===== src/rtl/cp0_reg_pkg.sv =====
// -----------------------------------------------------------------------------
// cp0_reg_pkg
// Shared definitions for the CP0 register block:
//   - CP0 register numbers (mfc0/mtc0 rd field)
//   - exception type codes as resolved by the MEM stage
//   - reset constants for Status / Config / PRId
//   - Cause software-writable bit mask
//   - exc_decode(): maps an exception type to its Cause.ExcCode
// No ports.
// -----------------------------------------------------------------------------
package cp0_reg_pkg;

   // register numbers
   localparam logic [4:0] CP0_REG_COUNT   = 5'd9;
   localparam logic [4:0] CP0_REG_COMPARE = 5'd11;
   localparam logic [4:0] CP0_REG_STATUS  = 5'd12;
   localparam logic [4:0] CP0_REG_CAUSE   = 5'd13;
   localparam logic [4:0] CP0_REG_EPC     = 5'd14;
   localparam logic [4:0] CP0_REG_PRID    = 5'd15;
   localparam logic [4:0] CP0_REG_CONFIG  = 5'd16;

   // exception types from MEM
   localparam logic [31:0] EXC_NONE      = 32'h0000_0000;
   localparam logic [31:0] EXC_INTERRUPT = 32'h0000_0001;
   localparam logic [31:0] EXC_SYSCALL   = 32'h0000_0008;
   localparam logic [31:0] EXC_BREAK     = 32'h0000_0009;
   localparam logic [31:0] EXC_INST_INV  = 32'h0000_000A;
   localparam logic [31:0] EXC_OVERFLOW  = 32'h0000_000C;
   localparam logic [31:0] EXC_TRAP      = 32'h0000_000D;
   localparam logic [31:0] EXC_ERET      = 32'h0000_000E;

   // reset values
   localparam logic [31:0] STATUS_RST = 32'h1000_0000;   // CU0 set
   localparam logic [31:0] CONFIG_RST = 32'h0000_8000;
   localparam logic [31:0] PRID_RST   = 32'h004C_0102;

   // Cause bits software may write: IP[1:0], WP, IV
   localparam logic [31:0] CAUSE_WMASK = 32'h00C0_0300;

   // field positions
   localparam int STATUS_EXL = 1;
   localparam int CAUSE_BD   = 31;

   typedef struct packed {
      logic       hit;    // type has a defined ExcCode
      logic [4:0] code;
   } exc_code_t;

   function automatic exc_code_t exc_decode(input logic [31:0] t);
      exc_code_t r;
      r = '{hit: 1'b0, code: 5'd0};
      case (t)
         EXC_INTERRUPT: r = '{hit: 1'b1, code: 5'd0};
         EXC_SYSCALL:   r = '{hit: 1'b1, code: 5'd8};
         EXC_BREAK:     r = '{hit: 1'b1, code: 5'd9};
         EXC_INST_INV:  r = '{hit: 1'b1, code: 5'd10};
         EXC_TRAP:      r = '{hit: 1'b1, code: 5'd13};
         EXC_OVERFLOW:  r = '{hit: 1'b1, code: 5'd12};
         default:       r = '{hit: 1'b0, code: 5'd0};
      endcase
      return r;
   endfunction

endpackage


===== src/rtl/cp0_reg_timer.sv =====
// -----------------------------------------------------------------------------
// cp0_timer
// Count / Compare registers and the sticky timer interrupt.
// Only compiled when CP0_TIMER_EN is defined.
// Ports:
//   clk, rst            clock, async active-low reset
//   i_we_count          load Count from i_wdata (no increment that cycle)
//   i_we_compare        load Compare from i_wdata, clears timer interrupt
//   i_wdata [31:0]      write data
//   o_count, o_compare  current register values
//   o_timer_int         registered, sticky timer interrupt request
// -----------------------------------------------------------------------------
`ifdef CP0_TIMER_EN
module cp0_timer (
   input  logic        clk,
   input  logic        rst,
   input  logic        i_we_count,
   input  logic        i_we_compare,
   input  logic [31:0] i_wdata,
   output logic [31:0] o_count,
   output logic [31:0] o_compare,
   output logic        o_timer_int
);

   logic [31:0] r_count;
   logic [31:0] r_compare;
   logic        r_timer_int;
   logic        w_match;

   // compare of zero means "timer disarmed"
   assign w_match = (r_count == r_compare) && (r_compare != 32'd0);

   always_ff @(posedge clk or negedge rst) begin
      if (!rst) begin
         r_count     <= 32'd0;
         r_compare   <= 32'd0;
         r_timer_int <= 1'b0;
      end else begin
         r_count <= i_we_count ? i_wdata : r_count + 32'd1;
         if (i_we_compare) begin
            r_compare   <= i_wdata;
            r_timer_int <= 1'b0;          // clear beats a same-cycle match
         end else if (w_match) begin
            r_timer_int <= 1'b1;
         end
      end
   end

   assign o_count     = r_count;
   assign o_compare   = r_compare;
   assign o_timer_int = r_timer_int;

endmodule
`endif


===== src/rtl/cp0_reg.sv =====
// -----------------------------------------------------------------------------
// cp0_reg
// CP0 register block sitting after MEM/WB. Applies mtc0 writes from WB and the
// resolved exception from MEM, keeps Status/Cause/EPC (plus Count/Compare when
// the timer is built), and serves combinational mfc0 reads with a WB bypass.
// Build option: CP0_TIMER_EN -- when undefined, Count/Compare read 0, writes
// to them are dropped and timer_int_o is tied low.
// Ports:
//   clk, rst                    clock, async active-low reset
//   we_i, waddr_i, wdata_i      mtc0 write request
//   raddr_i / rdata_o           mfc0 read (combinational, bypassed)
//   int_i [5:0]                 hardware interrupt lines -> Cause.IP[7:2]
//   excepttype_i                exception type (0 none, 0x0E eret)
//   current_inst_addr_i         PC of excepting instruction
//   is_in_delayslot_i           excepting instruction is in a delay slot
//   count_o .. prid_o           current register values
//   timer_int_o                 timer interrupt request
// -----------------------------------------------------------------------------
module cp0_reg
   import cp0_reg_pkg::*;
(
   input  logic        clk,
   input  logic        rst,
   input  logic        we_i,
   input  logic [4:0]  waddr_i,
   input  logic [31:0] wdata_i,
   input  logic [4:0]  raddr_i,
   input  logic [5:0]  int_i,
   input  logic [31:0] excepttype_i,
   input  logic [31:0] current_inst_addr_i,
   input  logic        is_in_delayslot_i,
   output logic [31:0] rdata_o,
   output logic [31:0] count_o,
   output logic [31:0] compare_o,
   output logic [31:0] status_o,
   output logic [31:0] cause_o,
   output logic [31:0] epc_o,
   output logic [31:0] config_o,
   output logic [31:0] prid_o,
   output logic        timer_int_o
);

   logic [31:0] r_status;
   logic [31:0] r_cause;
   logic [31:0] r_epc;

   logic        w_exc;
   logic        w_eret;
   logic        w_wr;
   exc_code_t   w_dec;
   logic [31:0] w_cause_wr;
   logic [31:0] w_status_nxt;
   logic [31:0] w_cause_nxt;
   logic [31:0] w_epc_nxt;
   logic [31:0] w_count;
   logic [31:0] w_compare;
   logic        w_timer_int;

   assign w_exc  = (excepttype_i != EXC_NONE) && (excepttype_i != EXC_ERET);
   assign w_eret = (excepttype_i == EXC_ERET);
   // any exception (eret included) kills the WB write in the same cycle
   assign w_wr   = we_i && (excepttype_i == EXC_NONE);
   assign w_dec  = exc_decode(excepttype_i);

   // Cause as it would look after an mtc0: only the writable bits change
   assign w_cause_wr = (r_cause & ~CAUSE_WMASK) | (wdata_i & CAUSE_WMASK);

   // ---------------------------------------------------------------- timer
`ifdef CP0_TIMER_EN
   cp0_timer u_timer (
      .clk          (clk),
      .rst          (rst),
      .i_we_count   (w_wr && (waddr_i == CP0_REG_COUNT)),
      .i_we_compare (w_wr && (waddr_i == CP0_REG_COMPARE)),
      .i_wdata      (wdata_i),
      .o_count      (w_count),
      .o_compare    (w_compare),
      .o_timer_int  (w_timer_int)
   );
`else
   assign w_count     = 32'd0;
   assign w_compare   = 32'd0;
   assign w_timer_int = 1'b0;
`endif

   // ------------------------------------------------------- next-state comb
   always_comb begin
      w_status_nxt = r_status;
      if (w_wr && (waddr_i == CP0_REG_STATUS))
         w_status_nxt = wdata_i;
      if (w_exc)
         w_status_nxt[STATUS_EXL] = 1'b1;
      else if (w_eret)
         w_status_nxt[STATUS_EXL] = 1'b0;
   end

   always_comb begin
      w_cause_nxt = r_cause;
      if (w_wr && (waddr_i == CP0_REG_CAUSE))
         w_cause_nxt = w_cause_wr;
      // IP[7:2] tracks the pins every cycle, regardless of writes
      w_cause_nxt[15:10] = int_i;
      if (w_exc) begin
         if (w_dec.hit)
            w_cause_nxt[6:2] = w_dec.code;
         // nested exceptions keep the original BD/EPC
         if (!r_status[STATUS_EXL])
            w_cause_nxt[CAUSE_BD] = is_in_delayslot_i;
      end
   end

   always_comb begin
      w_epc_nxt = r_epc;
      if (w_wr && (waddr_i == CP0_REG_EPC))
         w_epc_nxt = wdata_i;
      if (w_exc && !r_status[STATUS_EXL])
         w_epc_nxt = is_in_delayslot_i ? current_inst_addr_i - 32'd4
                                       : current_inst_addr_i;
   end

   // --------------------------------------------------------------- state
   always_ff @(posedge clk or negedge rst) begin
      if (!rst) begin
         r_status <= STATUS_RST;
         r_cause  <= 32'd0;
         r_epc    <= 32'd0;
      end else begin
         r_status <= w_status_nxt;
         r_cause  <= w_cause_nxt;
         r_epc    <= w_epc_nxt;
      end
   end

   // ---------------------------------------------------------------- read
   always_comb begin
      case (raddr_i)
         CP0_REG_COUNT:   rdata_o = w_count;
         CP0_REG_COMPARE: rdata_o = w_compare;
         CP0_REG_STATUS:  rdata_o = r_status;
         CP0_REG_CAUSE:   rdata_o = r_cause;
         CP0_REG_EPC:     rdata_o = r_epc;
         CP0_REG_PRID:    rdata_o = PRID_RST;
         CP0_REG_CONFIG:  rdata_o = CONFIG_RST;
         default:         rdata_o = 32'd0;
      endcase
      // WB -> EX bypass: return the value the write is about to commit
      if (w_wr && (waddr_i == raddr_i)) begin
         case (raddr_i)
`ifdef CP0_TIMER_EN
            CP0_REG_COUNT,
            CP0_REG_COMPARE: rdata_o = wdata_i;
`endif
            CP0_REG_STATUS,
            CP0_REG_EPC:     rdata_o = wdata_i;
            CP0_REG_CAUSE:   rdata_o = w_cause_wr;
            default:         ;
         endcase
      end
   end

   assign count_o     = w_count;
   assign compare_o   = w_compare;
   assign status_o    = r_status;
   assign cause_o     = r_cause;
   assign epc_o       = r_epc;
   assign config_o    = CONFIG_RST;
   assign prid_o      = PRID_RST;
   assign timer_int_o = w_timer_int;

endmodule


===== config.mk =====
export PLATFORM = sky130hd
export DESIGN_NAME = cp0_reg
export DESIGN_NICKNAME = d
export VERILOG_FILES = /design/src/rtl/cp0_reg_pkg.sv /design/src/rtl/cp0_reg_timer.sv /design/src/rtl/cp0_reg.sv
export SDC_FILE = /design/constraint.sdc
export NUM_CORES = 1
export LEC_CHECK = 0
export BUFFER_PORTS_ARGS = -buffer_cell sky130_fd_sc_hd__buf_2
export CAP_MARGIN = 40
export CORE_MARGIN = 1
export CORE_UTILIZATION = 30
export DETAILED_ROUTE_END_ITERATION = 10
export SLEW_MARGIN = 20
export SYNTH_ARGS = -nofsm -noshare
export SYNTH_HDL_FRONTEND = slang
export SYNTH_SLANG_ARGS = --single-unit

===== constraint.sdc =====
create_clock -name clk -period 4 [get_ports clk]
set_input_delay 0 -clock clk [delete_from_list [all_inputs] [get_ports clk]]
set_output_delay 0 -clock clk [all_outputs]
set_load 0.02 [all_outputs]

# Word level (Yosys, flattened, before mapping)
# Index checks and enable logic that the tools add are counted.
dict set report word_totals {
  reg_bits 96
  out_inout_bits 257
  word_cells 52
}
dict set report op_classes {
  n_addsub 1
  n_eq_ne 17
  mux 15
  bitwise 1
  n_reduce_logical 13
}
# cell count
set ops {}
lappend ops {{$eq 32x4->1 const B} 6}
lappend ops {{$mux 32} 5}
lappend ops {{$pmux 32 s5} 1}
lappend ops {{$pmux 32 s2} 1}
lappend ops {{$pmux 6 s6} 1}
lappend ops {{$eq 5x4->1 const B} 7}
lappend ops {{$eq 32x1->1 const B} 1}
lappend ops {{$logic_not 32->1} 1}
lappend ops {{$ne 32x4->1 const B} 1}
lappend ops {{$or 32x24->32} 1}
lappend ops {{$reduce_bool 32->1} 1}
lappend ops {{$sub 32x3->32 const B} 1}
lappend ops {{$mux 5} 2}
lappend ops {{$logic_and 1x1->1} 7}
lappend ops {{$eq 5x5->1} 1}
lappend ops {{$eq 5x5->1 const B} 1}
lappend ops {{$mux 1} 4}
lappend ops {{$reduce_bool 3->1} 1}
lappend ops {{$mux 2} 1}
lappend ops {{$reduce_bool 2->1} 1}
lappend ops {{$reduce_or 2->1} 1}
lappend ops {{$logic_not 1->1} 1}

# Longest topological paths before layout
# Gate-level depths: netlist of the first run.
dict set report depth {
  depth_word 6
  depth_mapped 8
}

# Worst setup path before layout of the first run
# Ideal clock, no wire load.
dict set report synth_path {
  path_type {input-to-output}
  startpoint {in excepttype_i[14]}
  endpoint {out rdata_o[17]}
  arrival_time_ns 1.998
  required_ns 4.000
  setup_slack_ns 2.002
  path_stages 6
  n_path_buf 1
  path_cell_list {nor4_1 nand4_1 nor3_2 nand2_1 clkbuf_1 a211oi_1}
}
dict set report synth_between {
  elab_chain_cells 4
}
# item line_no
set synth_lines {}
lappend synth_lines {{start: declaration} cp0_reg.sv:29} ;# input logic [31:0] excepttype_i,
lappend synth_lines {{$logic_not 32->1} cp0_reg.sv:62} ;# assign w_wr = we_i && (excepttype_i == EXC_NONE);
lappend synth_lines {{$logic_and 1x1->1} cp0_reg.sv:62}
lappend synth_lines {{$logic_and 1x1->1} cp0_reg.sv:147} ;# if (w_wr && (waddr_i == raddr_i)) begin
lappend synth_lines {{$mux 32} cp0_reg.sv:147}
lappend synth_lines {{end: declaration} cp0_reg.sv:32} ;# output logic [31:0] rdata_o,
# Every way passes these cells.

# Worst setup path in the final report of the first run
dict set report layout_path {
  startpoint {in excepttype_i[3]}
  endpoint {out rdata_o[1]}
}
# The elaborated chain is that of the path after synthesis.

==> results of run 1 <==
==> tightest hold or removal path, delay by kind of cell <==
kind,cells,cell delay (ns)
XOR/XNOR,1,0.08
AND/OR/NAND/NOR,1,0.05
buffers and inverters,1,0.11
AO/OA/AOI/OAI,1,0.06
==> final timing paths <==
check / to / slack, ns / cells after the start
worst min-delay path: epc_o[11] / 0.008 / 4
worst min register to register: epc_o[1] / 0.53 / 1
worst max register to register: epc_o[27] / 1.96 / 5
min in group asynchronous: status_o[30] / 0.18 / 2
max in group asynchronous: status_o[10] / 3.20 / 3
worst max-delay path: rdata_o[1] / 0.91 / 8
==> state kept, by name (all words and copies together) (netlist names) <==
name      cells
cause_o      15
status_o     32
epc_o        32
==> metrics by stage <==
stage / std cells / instance area [µm²] / worst slack [ns] / power (mW) / hold WS (ns)
3_3_place_gp: 1111 / 6980 / 1.14 / 1.14 / 0.108
6_report: 1183 / 7840 / 0.911 / 1.96 / 0.00768
4_1_cts: 1182 / 7810 / 0.913 / 1.99 / 0.000860
2_1_floorplan: 788 / 6690 / 2.00 / 1.12 / -0.296
5_1_grt: 1183 / 7840 / 0.665 / 2.04 / 0.0429
3_5_place_dp: 1113 / 7010 / 1.10 / 1.14 / 0.0308
==> cells in the final DEF, fill, tap and decap left out, types with 9 or more instances in the layout <==
cell type      count
a211oi_1          14
a21oi_1           16
a221o_1           12
a32o_1            10
buf_2            225
buf_4             10
clkbuf_16          9
conb_1           146
dfrtp_1           78
dlygate4sd3_1     53
mux2_2            37
mux2i_1           60
nand2_1           23
nor2_1            19
nor3_1            27
nor4_1            18
o21ai_0           20
or3_1             19
xnor2_1           22
==> layer usage <==
| layer | share of wire [%] | wire length [µm] | vias up | GRT usage (%) |
|---|---|---|---|---|
| li1 | - | - | 2588 | - |
| met1 | 41 | 8360 | 2676 | 23.1 |
| met2 | 51 | 10300 | 272 | 33.7 |
| met3 | 6.5 | 1320 | 23 | 3.84 |
| met4 | 1.4 | 276 | 0 | 5.00 |
| met5 | 0 | 0 | - | 0 |
==> area by class of cell <==
class                      instances  area [µm²]  share of cell area [%]
multi-input combinational        522        3450                    44.0
clock inverter                     7        48.8                   0.623
inverter                           6        22.5                   0.287
clock buffer                       9         225                    2.87
tap                              270         338                    4.31
timing repair buffer             290        1780                    22.7
sequential                        79        1980                    25.2
==> logic make-up after synthesis <==
logic type | count (synthesis)
simple gates | 146
fa+ha+maj | 1
other cells | 2
compound gates | 107
mux | 97
xor+xnor | 25
buf+inv | 187
flops | 79
==> power breakdown <==
group | internal (mW) | total, mW | switching, mW
Combinational | 0.115 | 0.364 | 0.249
Clock | 0.422 | 0.792 | 0.370
Sequential | 0.802 | 0.804 | 0.00195
Total | 1.34 | 1.96 | 0.620
==> impl_metrics.toml, run 1 <==
[worst_setup_path]
max_stage_delay_ns = 0.60
crit_chain = "dlygate4sd3_1 -> buf_2 -> nor3_1 -> nand2b_1 -> nor3_2 -> nand2_1 -> a311oi_1 -> buf_2"
path_buf_inv = 3
critPathMostFrequentCell = "buf_2"
regToRegStartpoint = "status_o[1]"
cp_top_family = "simple AND/OR/NAND/NOR gates"
critPathCaptureType = "output pin"
worst-path-max-fanout = 15
setup.worst_path.start_class = "primary input"
arrival_ns = 3.09
cpMaxStageDelayCell = "nand2_1"
path_class = "primary input to output pin"
required_ns = 4.00
cp-startpoint = "excepttype_i[3]"

[placement]
numPortBuffers = 226
dpl.hpwl_um = 15300
gp_congestion = 0.846

[final_layout]
n_fill_cell = 2086
post-route-util_pct = 38.9
layout.nets = 1025
area_growth_syn_to_layout_pct = 27.5
antenna_cells = 0
drive_gt1_share_pct = 33.4

[floorplanning]
dieHeight_um = 145
io_pins = 373
rows = 52
die_area_mm2 = 0.0211
die_w_um = 145
core_area_mm2 = 0.0202
start_util_pct = 30.5

[timing]
clock_skew_ns = 0.00840
finalHoldViolCount = 0
worst_slew_pin_slew_ns = 0.819
fmax_mhz = 324
period_needed_ns = 3.09
final.period_utilization_pct = 77.2
finalSetupViolations = 0
slew_violations = 0
rsz0062_at_grt = "no"
worst_slew_margin_rel_pct = 45.0
setup_tns_ns = 0

[synthesis]
netlist_top_cells_count = "149 x buf_4, 78 x dfrtp_1, 60 x mux2i_1"
yosysTopAreaCell = "dfrtp_1"
synth-adder-area-share_pct = 0.204
avgSynthCellArea_um2 = 9.55
yosysUniqueCellTypes = 65
yosys-top-cells-area = "dfrtp_1 32%, buf_4 18%, mux2i_1 9.8%"
synthDominantCellAreaShare_pct = 31.7
synth_compound_area_share_pct = 12.8
syn_area_mm2 = 0.00615
synth_seq_area_share_pct = 32.2
synth_xor_area_share_pct = 3.56
synthFlopType = "dfrtp_1"
synth-simple-area-share_pct = 13.9
ys_async_sr_fraction_pct = 100
synth_warnings = 0
synth_edf_count = 0
yosysMostFrequentCell = "buf_4"
ys_seq_elements = 79
synthMuxAreaShare_pct = 16.5
postSynthCellCount = 644
synth_top_family_by_area = "buffers and inverters"

[route]
dr.pass1.iters = 4
drtIter0Drc = 296
routedWlPerCell_um = 17.1
drt_wl_total_um = 20300
ant_nets = 0
vias_per_cell = 4.70
drc = 0
vias = 5559

[global_routing]
track_usage_pct = 18.9
grt_max_degree = 41
antenna_found_initial = 0
grt_pass1_wl_um = 30800
grt.overflow.total = 0
grt_pass1_vias = 5280

[min_path]
min_from = "current_inst_addr_i[11]"
min_path_type = "primary input to register"

[clock_network]
clk_path_buf_depth = 2
cts_setup_buffers = 0
ctsRootBufferMaster = "clkbuf_16"
cts-resized-gates = 0
cts_tree = "done"
clk_latency_ns = 0.35
ctsHoldBuffers = 53
cts_buffers = 9
cts.sinks = 79
clk_pin_slew_ns = 0.06
htree_levels = 3

[outcome]
outcome = "finished, final reports clean"

[power_and_ir_drop]
ir_worst_vdd_uv = 179
cellLeakagePower_nw = 3.99
cellPowerDensity_mw_per_mm2 = 250

[job]
cap_violations = 0
No activity file was read; power rests on OpenSTA's default activity.
==> inputs of run 2 (changes only) <==
==> constraint.sdc (replaced) <==
create_clock -name clk -period 2.5 [get_ports clk]
set_input_delay 0 -clock clk [delete_from_list [all_inputs] [get_ports clk]]
set_output_delay 0 -clock clk [all_outputs]
set_load 0.02 [all_outputs]
==> run 2 against run 1 <==
Via count increased by 3.0%. Highest routed layer unchanged. Non-clock buffer count increased by 14. Critical path type unchanged. Routed wire length increased by 5.9%. Hold slack improved by 0.0075 ns. Sequential cell count unchanged. Sequential share of layout area decreased by 0.51 points. Largest cell class unchanged. First-iteration DRC count decreased by 7.1%. Global-route usage increased by 0.45 points. Design area increased by 2.1%. Largest power group is now the clock network. Clock power increased by 74%. Register-to-register slack got worse by 0.94 ns.
==> impl_metrics.toml, run 2 (synthesis results as in run 1) <==
[final_layout]
n_fill_cell = 2060
final_cell_mix = "225 x buf_2, 146 x conb_1, 78 x dfrtp_1, 60 x mux2i_1, 51 x dlygate4sd3_1"
final_cells = 1199
drive_gt1_share_pct = 34.9
area_growth_syn_to_layout_pct = 30.1
antenna_cells = 0
layout.nets = 1041
post-route-util_pct = 39.7
final_area_mm2 = 0.00800
final_common_cell = "buf_2"

[power_and_ir_drop]
cellPowerDensity_mw_per_mm2 = 407
swShare_pct = 30.7
power_frac_seq_pct = 39.5
power_frac_comb_pct = 18.1
cellLeakagePower_nw = 4.08
clock_power_share_pct = 42.3
ir_worst_vdd_uv = 362
switching_power_mw = 0.997
internal_power_mw = 2.26

[floorplanning]
rows = 52
dieHeight_um = 145
io_pins = 373
start_util_pct = 30.5
core_area_mm2 = 0.0202
die_w_um = 145
die_area_mm2 = 0.0211

[timing]
period_needed_ns = 2.38
fmax_mhz = 420
finalSetupViolations = 0
setup_tns_ns = 0
clock_skew_ns = 0.0101
final.period_utilization_pct = 95.2
worst_slew_pin_slew_ns = 0.677
rsz0062_at_grt = "no"
worst_slew_margin_rel_pct = 54.9
finalHoldViolCount = 0
slew_violations = 0

[worst_setup_path]
critPathMostFrequentCell = "buf_2"
critPathCaptureType = "output pin"
cpMaxStageDelayCell = "dlygate4sd3_1"
worst-path-max-fanout = 11
arrival_ns = 2.38
crit_chain = "dlygate4sd3_1 -> buf_2 -> nand2b_2 -> or3_4 -> or3_1 -> a32o_1 -> buf_2"
setup.worst_path.start_class = "primary input"
cp_top_family = "simple AND/OR/NAND/NOR gates"
path_class = "primary input to output pin"
path_buf_inv = 3
required_ns = 2.50
max_stage_delay_ns = 0.55

[placement]
gp_congestion = 0.838
place_inst = 1126
numPortBuffers = 226
dpl.hpwl_um = 15700
placed_area_mm2 = 0.00712

[route]
ant_nets = 0
dr.pass1.iters = 4
vias_per_cell = 4.77
drtIter0Drc = 275
drt_wl_total_um = 21500
vias = 5725
drc = 0
routedWlPerCell_um = 17.9

[outcome]
outcome = "finished, final reports clean"

[min_path]
min_path_type = "primary input to register"

[global_routing]
track_usage_pct = 19.4
grt_max_degree = 45
grt.overflow.total = 0
grt_pass1_wl_um = 31500
antenna_found_initial = 0
grt_pass1_vias = 5391

[clock_network]
clk_path_buf_depth = 2
cts.sinks = 79
cts_tree = "done"
clk_latency_ns = 0.34
ctsRootBufferMaster = "clkbuf_16"
clk_pin_slew_ns = 0.07
cts_buffers = 9
htree_levels = 3

[job]
cap_violations = 0
==> run 2: cell count changes in the layout (fill, tap and decap cells not counted), sizes merged <==
cell,delta
dlygate4sd3,-2
bufinv,+1
clkinv,-3
buf,+16
inv,+2
or3,+2
==> run 2: final timing paths <==
path	slack, ns	from	depth (start not counted)	to
worst max-delay path	0.12	excepttype_i[0]	7	rdata_o[4]
worst min-delay path	0.02	excepttype_i[1]	3	cause_o[4]
worst max register to register	1.02	status_o[1]	5	epc_o[27]
worst min register to register	0.51	epc_o[1]	1	epc_o[1]
max in group asynchronous	1.69	rst	3	epc_o[31]
min in group asynchronous	0.17	rst	2	status_o[20]
==> run 2: per-stage QoR <==
stage	hold slack, ns	setup WS [ns]	total power [mW]
floorplan	-0.296	0.502	1.80
global placement	0.108	0.275	1.82
detailed placement	0.0117	0.232	1.83
CTS	0.000985	0.0536	3.30
global route	0.0344	0.0347	3.39
finish	0.0152	0.121	3.25
==> run 2: timing repair <==
item | in CTS | in global routing
resized for setup | 0 | 3
endpoints found under the hold margin | 108 | 0
setup endpoints to repair | 0 | 13
setup buffers | 0 | 3
hold buffers | 51 | 0
==> run 2: layout make-up <==
cell class	count	area, µm²	area share (%)
Tap cell	270	338	4.22
Timing Repair Buffer	304	1890	23.6
Inverter	6	22.5	0.282
Sequential cell	79	1980	24.7
Clock inverter	7	77.6	0.970
Clock buffer	9	225	2.82
Multi-Input combinational cell	524	3470	43.4
==> run 2: power by group through the flow <==
stage               Sequential, mW  Clock, mW  Combinational, mW
finish                        1.29       1.38              0.590
global route                  1.29       1.47              0.638
CTS                           1.29       1.43              0.586
detailed placement            1.31          0              0.522
global placement              1.31          0              0.514
floorplan                     1.32          0              0.479
==> run 2: worst register-to-register path, stage by stage (launching register included) <==
cell and delay, ns:
dfrtp_1 0.40, inv_1 0.12, o41a_1 0.25, nor2_1 0.09, buf_4 0.18, a221o_2 0.33
==> run 2: per-layer routing <==
metal	track usage [%]	vias up	part of all wire [%]	wire [µm]
li1	-	2636	-	-
met1	23.7	2799	42	9040
met2	34.5	267	51	10900
met3	3.77	23	5.5	1170
met4	5.21	0	1.7	366
met5	0	-	0	0
